===== src/rtl/cluster_clk_rst_seq.sv =====
// Cluster clock/reset sequencer: staggered cken ramp, global reset/debug-init hold and release.
// Optional CLU_SEQ_INSYNC_EN adds two-flop input synchronizers (+2 cycles request latency).
module cluster_clk_rst_seq #(
  parameter int NUM_CLUSTERS = 4,
  parameter int CKEN_STAGGER = 4,
  parameter int GRST_HOLD    = 16,
  parameter int DBG_HOLD     = 8
) (
  input  logic                    gclk,
  input  logic                    arst_l,
  input  logic [NUM_CLUSTERS-1:0] cluster_en,
  input  logic                    warm_rst_req,
  input  logic                    dbginit_req,
  output logic [NUM_CLUSTERS-1:0] cluster_cken,
  output logic                    grst_l,
  output logic                    gdbginit_l,
  output logic                    rst_busy,
  output logic                    seq_done
);

  localparam int MAX_SG = (CKEN_STAGGER > GRST_HOLD) ? CKEN_STAGGER : GRST_HOLD;
  localparam int MAX_C  = (MAX_SG > DBG_HOLD) ? MAX_SG : DBG_HOLD;
  localparam int CW     = $clog2(MAX_C) + 1;
  localparam int SW     = $clog2(NUM_CLUSTERS + 1);

  localparam logic [CW-1:0] STAG_LAST = CW'(CKEN_STAGGER - 1);
  localparam logic [CW-1:0] HOLD_LAST = CW'(GRST_HOLD - 1);
  localparam logic [CW-1:0] DBG_LAST  = CW'(DBG_HOLD - 1);
  localparam logic [SW-1:0] SLOT_LAST = SW'(NUM_CLUSTERS - 1);

  typedef enum logic [1:0] {RAMP, HOLD, RUN, DBG} state_e;

  logic                    warm_s, dbg_s;
  logic [NUM_CLUSTERS-1:0] en_s;

`ifdef CLU_SEQ_INSYNC_EN
  logic [1:0]              warm_sync_q, dbg_sync_q;
  logic [NUM_CLUSTERS-1:0] en_sync1_q, en_sync2_q;

  always_ff @(posedge gclk or negedge arst_l) begin
    if (!arst_l) begin
      warm_sync_q <= '0;
      dbg_sync_q  <= '0;
      en_sync1_q  <= '0;
      en_sync2_q  <= '0;
    end else begin
      warm_sync_q <= {warm_sync_q[0], warm_rst_req};
      dbg_sync_q  <= {dbg_sync_q[0], dbginit_req};
      en_sync1_q  <= cluster_en;
      en_sync2_q  <= en_sync1_q;
    end
  end

  assign warm_s = warm_sync_q[1];
  assign dbg_s  = dbg_sync_q[1];
  assign en_s   = en_sync2_q;
`else
  assign warm_s = warm_rst_req;
  assign dbg_s  = dbginit_req;
  assign en_s   = cluster_en;
`endif

  state_e                  state_q;
  logic [CW-1:0]           cnt_q, cnt_inc;
  logic [SW-1:0]           slot_q;
  logic [NUM_CLUSTERS-1:0] reached_q, reached_d, cken_q;
  logic                    grst_q, dbg_q, busy_q, done_q;

  // Saturating increment shared by the stagger, hold and debug counts.
  assign cnt_inc = (cnt_q == '1) ? cnt_q : cnt_q + CW'(1);

  always_comb begin
    reached_d = reached_q;
    if (state_q == RAMP && cnt_q == STAG_LAST) begin
      for (int i = 0; i < NUM_CLUSTERS; i++) begin
        if (slot_q == SW'(i)) reached_d[i] = 1'b1;
      end
    end
  end

  always_ff @(posedge gclk or negedge arst_l) begin
    if (!arst_l) begin
      state_q   <= RAMP;
      cnt_q     <= '0;
      slot_q    <= '0;
      reached_q <= '0;
      cken_q    <= '0;
      grst_q    <= 1'b0;
      dbg_q     <= 1'b0;
      busy_q    <= 1'b1;
      done_q    <= 1'b0;
    end else begin
      reached_q <= reached_d;
      cken_q    <= en_s & reached_d;
      done_q    <= 1'b0;
      case (state_q)
        RAMP: begin
          if (cnt_q == STAG_LAST) begin
            cnt_q <= '0;
            if (slot_q == SLOT_LAST) state_q <= HOLD;
            else                     slot_q  <= slot_q + SW'(1);
          end else begin
            cnt_q <= cnt_inc;
          end
        end
        HOLD: begin
          if (warm_s) begin
            cnt_q <= '0;
          end else if (cnt_q == HOLD_LAST) begin
            grst_q  <= 1'b1;
            dbg_q   <= 1'b1;
            busy_q  <= 1'b0;
            done_q  <= 1'b1;
            state_q <= RUN;
          end else begin
            cnt_q <= cnt_inc;
          end
        end
        RUN: begin
          // Warm has priority; a simultaneous debug-init request is dropped.
          if (warm_s) begin
            grst_q  <= 1'b0;
            dbg_q   <= 1'b0;
            busy_q  <= 1'b1;
            cnt_q   <= '0;
            state_q <= HOLD;
          end else if (dbg_s) begin
            dbg_q   <= 1'b0;
            busy_q  <= 1'b1;
            cnt_q   <= '0;
            state_q <= DBG;
          end
        end
        DBG: begin
          if (warm_s) begin
            grst_q  <= 1'b0;
            cnt_q   <= '0;
            state_q <= HOLD;
          end else if (dbg_s) begin
            cnt_q <= '0;
          end else if (cnt_q == DBG_LAST) begin
            dbg_q   <= 1'b1;
            busy_q  <= 1'b0;
            done_q  <= 1'b1;
            state_q <= RUN;
          end else begin
            cnt_q <= cnt_inc;
          end
        end
        default: state_q <= RAMP;
      endcase
    end
  end

  assign cluster_cken = cken_q;
  assign grst_l       = grst_q;
  assign gdbginit_l   = dbg_q;
  assign rst_busy     = busy_q;
  assign seq_done     = done_q;

endmodule


===== config.mk =====
export PLATFORM = sky130hd
export DESIGN_NAME = cluster_clk_rst_seq
export DESIGN_NICKNAME = d
export VERILOG_FILES = /design/src/rtl/cluster_clk_rst_seq.sv
export SDC_FILE = /design/constraint.sdc
export NUM_CORES = 1
export LEC_CHECK = 0
export BUFFER_PORTS_ARGS = -buffer_cell sky130_fd_sc_hd__buf_2
export CAP_MARGIN = 25
export CORE_MARGIN = 5
export CORE_UTILIZATION = 55
export DETAILED_ROUTE_END_ITERATION = 8
export PLACE_DENSITY = 0.75
export SYNTH_ARGS = -nofsm -noshare
export SYNTH_HDL_FRONTEND = slang
export SYNTH_SLANG_ARGS = --single-unit
export TNS_END_PERCENT = 20

===== constraint.sdc =====
create_clock -name gclk -period 5.4 [get_ports gclk]
set_clock_uncertainty 0.1 [all_clocks]
set_input_delay 0 -clock gclk [delete_from_list [all_inputs] [get_ports gclk]]
set_output_delay 0 -clock gclk [all_outputs]
set_load 0.005 [all_outputs]

Word level (Yosys, flattened, before mapping). Index checks and enable logic that the tools add are counted. Widths: inputs -> output; s select.

Flip-flop bits (word level): 22. Output and inout bits: 8. Word-level logic and storage cells: 96.

$add $sub $neg: 2. Equal/unequal tests: 23. Multiplexer cells: 49. Bitwise operators: 2. Reductions and logical operators: 11.

Operators by type and width (count): $mux 5 (9); $mux 1 (24); $pmux 5 s4 (1); $mux 2 (9); $reduce_and 7->1 (2); $ne 3x3->1 const B (4); $ne 2x2->1 const B (5); $pmux 2 s4 (1); $eq 3x2->1 const B (2); $ne 2x1->1 const B (3); $pmux 1 s3 (2); $reduce_and 3->1 (2); $add 5x1->5 const B (1); $eq 5x2->1 const B (1); $eq 5x3->1 const B (1); $eq 5x4->1 const B (1); $eq 5x5->1 const B (1); $and 4x4->4 (1); $eq 2x2->1 const B (2); $mux 4 (1); $ne 4x4->1 const B (1); $pmux 1 s2 (2); $reduce_and 4->1 (1); $add 3x1->3 const B (1); other kinds (9) (9).

Depth between registers and ports, before layout. Gate-level depths: netlist of the first run.

Depth after elaboration: 6. Gate-level depth with buffers: 6. Depth with buffers taken out: 5.

Worst setup path after synthesis of the first run. Ideal clock, no wire load.

Kind: register to register. Start point: register cnt_q[0]. End point: register cnt_q[1]. Setup time: 0.132 ns. Arrival: 1.714 ns. Setup slack: 3.454 ns. Cell stages (with the launch flop): 7. Buffers on the path: 1. Clock period less this slack: 1.946 ns. Cells stage by stage: dfrtp_1 -> ha_1 -> or4b_1 -> buf_4 -> a22o_1 -> a211oi_2 -> o22ai_1.

Cells in the longest elaborated chain, start to end: 6.

Ends and longest elaborated chain: start, declared (line 64) `logic [CW-1:0] cnt_q, cnt_inc;`; start signal, assigned (line 103) `cnt_q <= cnt_inc;`; start signal, assigned (line 116) `cnt_q <= cnt_inc;`; start signal, assigned (line 147) `cnt_q <= cnt_inc;`; $add 5x1->5 or $eq 5x5->1 (tied branches) (line 70) `assign cnt_inc = (cnt_q == '1) ? cnt_q : cnt_q + CW'(1);`; $mux 5 (line 70); $mux 5 (line 141) `end else if (cnt_q == DBG_LAST) begin`; $mux 5 (line 139) `end else if (dbg_s) begin`; $mux 5 (line 135) `if (warm_s) begin`; $pmux 5 s4 (line 96) `case (state_q)`.

Parallel ways exist; a longest one is shown, timed or not. The select of a mux whose other input is x is not followed. A chain may end at the register's enable or synchronous reset.

Worst setup path in the final report of the first run. Ends and elaborated chain as after synthesis.

==> results.md, run 1 <==
- Status: completed
- Clock sinks: 22
- Clock Latency Late Sink: 0.30 ns
- Layout area overhead: 18.6%
- Worst-path cell chain: ha_1 > or4b_1 > a22o_1 > a211oi_2 > o22ai_1
- Final RePlAce weighted congestion: 0.875
- Setup repair bufs after CTS: 0
- Ports: 16
- CP peak stage delay: 0.65 ns
- Synth warnings: 0
- Max transition margin: 60.6%
- WL final: 2040 µm
- Gr ovfl total: 0
- Post-route clock period utilization: 40.2%
- RSZ-0062 raised after global routing: no
- TNS Setup: 0 ns
- Pleak: 0.000648 µW
- Pre-antenna DRT Iters: 4
- Syn nets: 114
- Chip width: 55.8 µm
- Count of buffer and inverter cells on the critical path: 0
- Final Setup Violations: 0
- H-tree depth: 1
- Library cells used by synthesis: 38
- Layout cells sized above 1: 22.8%
- First-pass GRT wire length: 3810 µm
- Final Max Tran Viols: 0
- Worst setup SP type: flip-flop
- PortBufs: 15
- #FFs+latches synth: 22
- WP data required: 5.49 ns
- Post-layout instance area: 1370 µm²
- Vias in the first global route: 856
- Pin count of the biggest net entering global routing: 23
- Post-layout nets: 138
- Die area: 3110 µm²
- CTS Buffer Depth: 2
- WL per Instance: 13.6 µm
- Kind of end point of the critical path: flip-flop
- PD cells: 351 nW/µm²
- Syn Area/Cell: 11.5 µm²
- Detailed router's first-iteration violation count: 8
- Most frequent cells in the layout: 21 x dfrtp_1, 15 x buf_2, 10 x inv_1
- Data arrival, critical path: 2.26 ns
- Worst VDD drop: 0.268 mV
- Cell count of the worst reg-to-reg path: 5
- Antenna diodes: 0
- Core outline area: 1980 µm²
- Fmax achieved: 0.461 GHz
- Final Util: 68.9%
- Tmin final: 2.17 ns
- Final HPWL DP: 1470 µm
- Reg clk slew, reported paths: 0.13 ns
- Post-Syn Area: 1150 µm²
- Worst setup path class: reg -> reg
- Commonest non-fill, non-tap cell in the layout: dfrtp_1
- ANT nets after route: 0
- Hold Fails Final Rpt: 0
- DP Area: 1240 µm²
- Hold slack: 0.0628 ns
- Min-Delay Path Class: in -> async
- Clock root buffer: clkbuf_4
- Synth Instances: 100
- Chip height: 55.8 µm
- All-Layer GR Usage: 15.1%
- CTS buffer count: 3
- Total vias in the final route: 818
- DR vias/cell: 5.45
- Worst path depth: 5
- CTS tree: yes
- Initial core utilization: 58.1%
- Rows: 16
- # DRC: 0
- Critical path fanouts, max: 8
- Initial antenna violation count: 0
- Largest delay share family, worst path: simple AND/OR/NAND/NOR gates
- Sequential share of the synthesized area: 47.9%
- Worst Tran Pin Value: 0.586 ns
- Slowest CP cell: or4b_1
- Fillers: 151
- Max-cap violations: 0
-- kinds of logic (layout without fill, tap and decap cells) --
group | after synthesis | in the layout | synth area share (%)
DFF | 22 | 22 | 47.9
muxes | 2 | 2 | 1.74
and+or+nand+nor | 29 | 29 | 18.2
adders and majority gates | 6 | 6 | 6.52
xor gates and xnor gates | 1 | 1 | 0.761
AOI/OAI and AO/OA | 27 | 27 | 20.1
buffers and inverters | 13 | 36 | 4.78
-- path summary, 6_finish.rpt --
path,from,to,slack (ns)
min in group gclk,cluster_en[3],cluster_cken[3]$_DFF_PN0_,0.32
setup reg to reg,cnt_q[0]$_DFFE_PN0P_,cnt_q[1]$_DFFE_PN0P_,3.23
hold / removal,arst_l,gdbginit_l$_DFFE_PN0P_,0.06
setup / recovery,cnt_q[0]$_DFFE_PN0P_,cnt_q[1]$_DFFE_PN0P_,3.23
hold reg to reg,reached_q[3]$_DFF_PN0_,reached_q[3]$_DFF_PN0_,0.36
max in group asynchronous,arst_l,rst_busy$_DFFE_PN1P_,4.79
-- cell usage after synthesis --
cell type   n  share of area (%)
nand4b_1    1               0.76
o2bb2ai_1   1               0.76
o21a_1      3                2.0
a21o_1      3                2.0
a31oi_1     3                1.6
nand3_1     1               0.43
inv_1      10                3.3
ha_1        6                6.5
nor4_4      2                3.7
xnor2_1     1               0.76
buf_2       2               0.87
and2b_1     1               0.65
a22oi_2     1                1.1
and3_1      1               0.54
or2_2       1               0.54
and2_1      4                2.2
a211oi_2    1                1.1
o21ai_0     3                1.3
or4_1       1               0.65
a221oi_1    1               0.76
dfrtp_1    21                 46
o22a_1      3                2.3
o211ai_1    2                1.3
nand4bb_1   1               0.98
or4b_1      1               0.87
nor4_2      1                1.1
a22o_1      1               0.76
nand2_1     5                1.6
o41ai_2     1                1.4
buf_4       1               0.65
a2111oi_4   1                2.4
dfstp_2     1                2.3
a21oi_1     2               0.87
nor3b_1     3                2.0
o22ai_1     1               0.54
nor3_1      2               0.87
mux2i_1     2                1.7
nor2_1      4                1.3
-- final cells by class --
| type | count | area (µm²) | area share (%) |
|---|---|---|---|
| flip-flops and latches | 22 | 552 | 40.4 |
| multi-input cells | 65 | 544 | 39.9 |
| repair buffers | 22 | 145 | 10.6 |
| inverters | 10 | 37.5 | 2.75 |
| well taps | 27 | 33.8 | 2.47 |
| clock inverters | 1 | 30.0 | 2.20 |
| clock buffers | 3 | 22.5 | 1.65 |
-- repair_timing --
action	in CTS	in global routing
endpoints found under the hold margin	30	0
resized for setup	0	0
hold buffers	7	0
-- layer usage --
metal	GRT usage, %	routed length, µm	up-vias
li1	-	-	411
met1	20.0	967	397
met2	24.0	995	8
met3	3.02	59	2
met4	6.25	19	0
met5	0	0	-
-- sequential cells by signal, indices dropped and copies added (netlist names) --
signal and cells:
cluster_cken 4, slot_q 3, rst_busy 1, reached_q 4
state_q 2, grst_l 1, cnt_q 5, seq_done 1
gdbginit_l 1
-- power breakdown --
part / switching [µW] / internal (µW)
Combinational: 65.1 / 59.1
Sequential: 29.6 / 201
Clock: 50.1 / 75.0
Total: 145 / 335
-- metrics by stage --
stage | setup slack, ns | total power (µW) | std cells
final | 3.23 | 479 | 150
after global routing | 3.11 | 519 | 150
after CTS | 3.22 | 486 | 150
after detailed placement | 3.23 | 356 | 139
after global placement | 3.29 | 348 | 139
after floorplan | 3.45 | 322 | 100
-- worst register-to-register path, cell delays in order (launching register included) --
cell,delay [ns]
dfrtp_1,0.40
ha_1,0.31
or4b_1,0.65
a22o_1,0.29
a211oi_2,0.20
o22ai_1,0.11
Note: power is estimated with default switching activity, not from simulation.
==> run 2, diff against run 1 <==
- clock period: 5.4 -> 2 ns (I/O delays scaled with it)
==> run 2 against run 1 <==
- routed wire length grew 18%
- critical endpoint is now slot_q[1]$_DFFE_PN0P_
- sequential power grew to 2.7 times the previous value
- largest cell class is now multi-input gates
- final area is 8.3% higher
- global-route usage grew 1.0 points
- largest power group unchanged
- worst hold slack better by 0.0099 ns
- fmax is 8.5% higher
- critical path type unchanged
- clock-buffer cell count unchanged
- sequential share of layout area down 3.1 points
- clock power grew to 2.7 times the previous value
==> results.md, run 2 (synthesized netlist as in run 1, its figures left out) <==
- Vias in the first global route: 864
- Final RePlAce weighted congestion: 0.904
- CTS tree: yes
- Die area: 3110 µm²
- Tmin final: 2.00 ns
- RSZ-0062 raised after global routing: yes
- Pre-antenna DRT Iters: 4
- Kind of end point of the critical path: flip-flop
- Cell count of the worst reg-to-reg path: 7
- Clock Latency Late Sink: 0.31 ns
- First-pass GRT wire length: 3980 µm
- All-Layer GR Usage: 16.1%
- Chip height: 55.8 µm
- Internal reg-to-reg setup slack: 0.002 ns
- Final Util: 74.6%
- WL final: 2400 µm
- Reg clk slew, reported paths: 0.12 ns
- Count of buffer and inverter cells on the critical path: 2
- Slowest CP cell: or4b_4
- PortBufs: 15
- CTS Buffer Depth: 2
- # DRC: 0
- Biggest register: cnt_q
- Rows: 16
- Max-cap violations: 0
- Ports: 16
- Clock root buffer: clkbuf_4
- Gr ovfl total: 0
- Worst VDD drop: 0.691 mV
- Chip width: 55.8 µm
- Fmax achieved: 0.500 GHz
- Final Setup Violations: 0
- Max transition margin: 60.1%
- Layout area overhead: 28.5%
- ANT nets after route: 0
- Commonest non-fill, non-tap cell in the layout: dfrtp_1
- Core outline area: 1980 µm²
- Final Max Tran Viols: 0
- Worst setup SP type: flip-flop
- Worst Tran Pin Value: 0.594 ns
- Clock sinks: 22
- Worst R2R End: slot_q[1]$_DFFE_PN0P_
- Post-route clock period utilization: 99.9%
- Post-layout nets: 148
- PD cells: 966 nW/µm²
- Data arrival, critical path: 2.15 ns
- Final HPWL DP: 1610 µm
- DR vias/cell: 5.61
- CTS buffer count: 3
- CP peak stage delay: 0.49 ns
- Detailed router's first-iteration violation count: 26
- WP data required: 2.15 ns
- H-tree depth: 1
- Hold Fails Final Rpt: 0
- Worst-path cell chain: ha_4 > or4b_4 > buf_6 > nor4_4 > buf_4 > nand2_1 > o21ai_1
- Initial antenna violation count: 0
- Hold slack: 0.0727 ns
- Placed Cells: 146
- Post-layout instance area: 1480 µm²
- DP Area: 1290 µm²
- Max FFs per register: 5
- Pin count of the biggest net entering global routing: 23
- RR Startpoint: cnt_q[1]$_DFFE_PN0P_
- Most frequent cells in the layout: 21 x dfrtp_1, 15 x buf_2, 10 x inv_1
- Total vias in the final route: 897
- Pleak: 0.000705 µW
- Final non-filler cell total: 160
- Initial core utilization: 58.1%
- Layout cells sized above 1: 30.8%
- Largest delay share family, worst path: simple AND/OR/NAND/NOR gates
- Min-Delay Path Class: in -> async
- Antenna diodes: 0
- Worst setup path class: reg -> reg
- Critical path fanouts, max: 4
- TNS Setup: 0 ns
- Status: completed
- WL per Instance: 15.0 µm
## run 2: cell types whose count changed in the layout (fill, tap and decap cells not counted), sizes merged
cell and change:
buf +10
## run 2: how the worst max path moves through the flow
stage / from / end / slack, ns / depth (start not counted)
6_report: cnt_q[1]$_DFFE_PN0P_ / slot_q[1]$_DFFE_PN0P_ / 0.002 / 7
5_1_grt: cnt_q[1]$_DFFE_PN0P_ / slot_q[1]$_DFFE_PN0P_ / -0.06 / 7
4_1_cts: cnt_q[1]$_DFFE_PN0P_ / slot_q[2]$_DFFE_PN0P_ / 0.06 / 5
3_5_place_dp: cnt_q[1]$_DFFE_PN0P_ / slot_q[2]$_DFFE_PN0P_ / 0.09 / 5
3_3_place_gp: cnt_q[1]$_DFFE_PN0P_ / slot_q[2]$_DFFE_PN0P_ / 0.12 / 5
2_1_floorplan: cnt_q[0]$_DFFE_PN0P_ / cnt_q[1]$_DFFE_PN0P_ / 0.05 / 6
## run 2: power by group
part	switching, µW	leakage, µW	internal (µW)
Clock	137	0.0000279	203
Sequential	72.6	0.000285	542
Combinational	233	0.000392	242
## run 2: timing repair
action                                  CTS  global route
buffers inserted                          0             3
hold buffers                              7             0
resized for setup                         0             7
endpoints found under the setup margin    0            11
endpoints found under the hold margin    30             0
## run 2: cell type report
class / count / area (µm²)
Fill cell: 138 / 503
Timing Repair Buffer: 32 / 224
Multi-Input combinational cell: 65 / 579
Sequential cell: 22 / 552
Clock inverter: 1 / 30.0
Tap cell: 27 / 33.8
Inverter: 10 / 37.5
Clock buffer: 3 / 22.5
## run 2: per-layer routing
metal	vias up	track usage (%)	part of all wire, %	wire length [µm]
met1	435	21.6	46	1110
met2	28	24.7	47	1130
met4	0	6.25	1.3	31
met5	-	0	0	0
li1	430	-	-	-
met3	4	4.41	5.5	132
## run 2: through the flow
| step | total power [µW] | setup WS [ns] |
|---|---|---|
| after floorplan | 869 | 0.0542 |
| after global placement | 986 | 0.118 |
| after detailed placement | 1010 | 0.0884 |
| after CTS | 1360 | 0.0569 |
| after global routing | 1520 | -0.0625 |
| final | 1430 | 0.00174 |
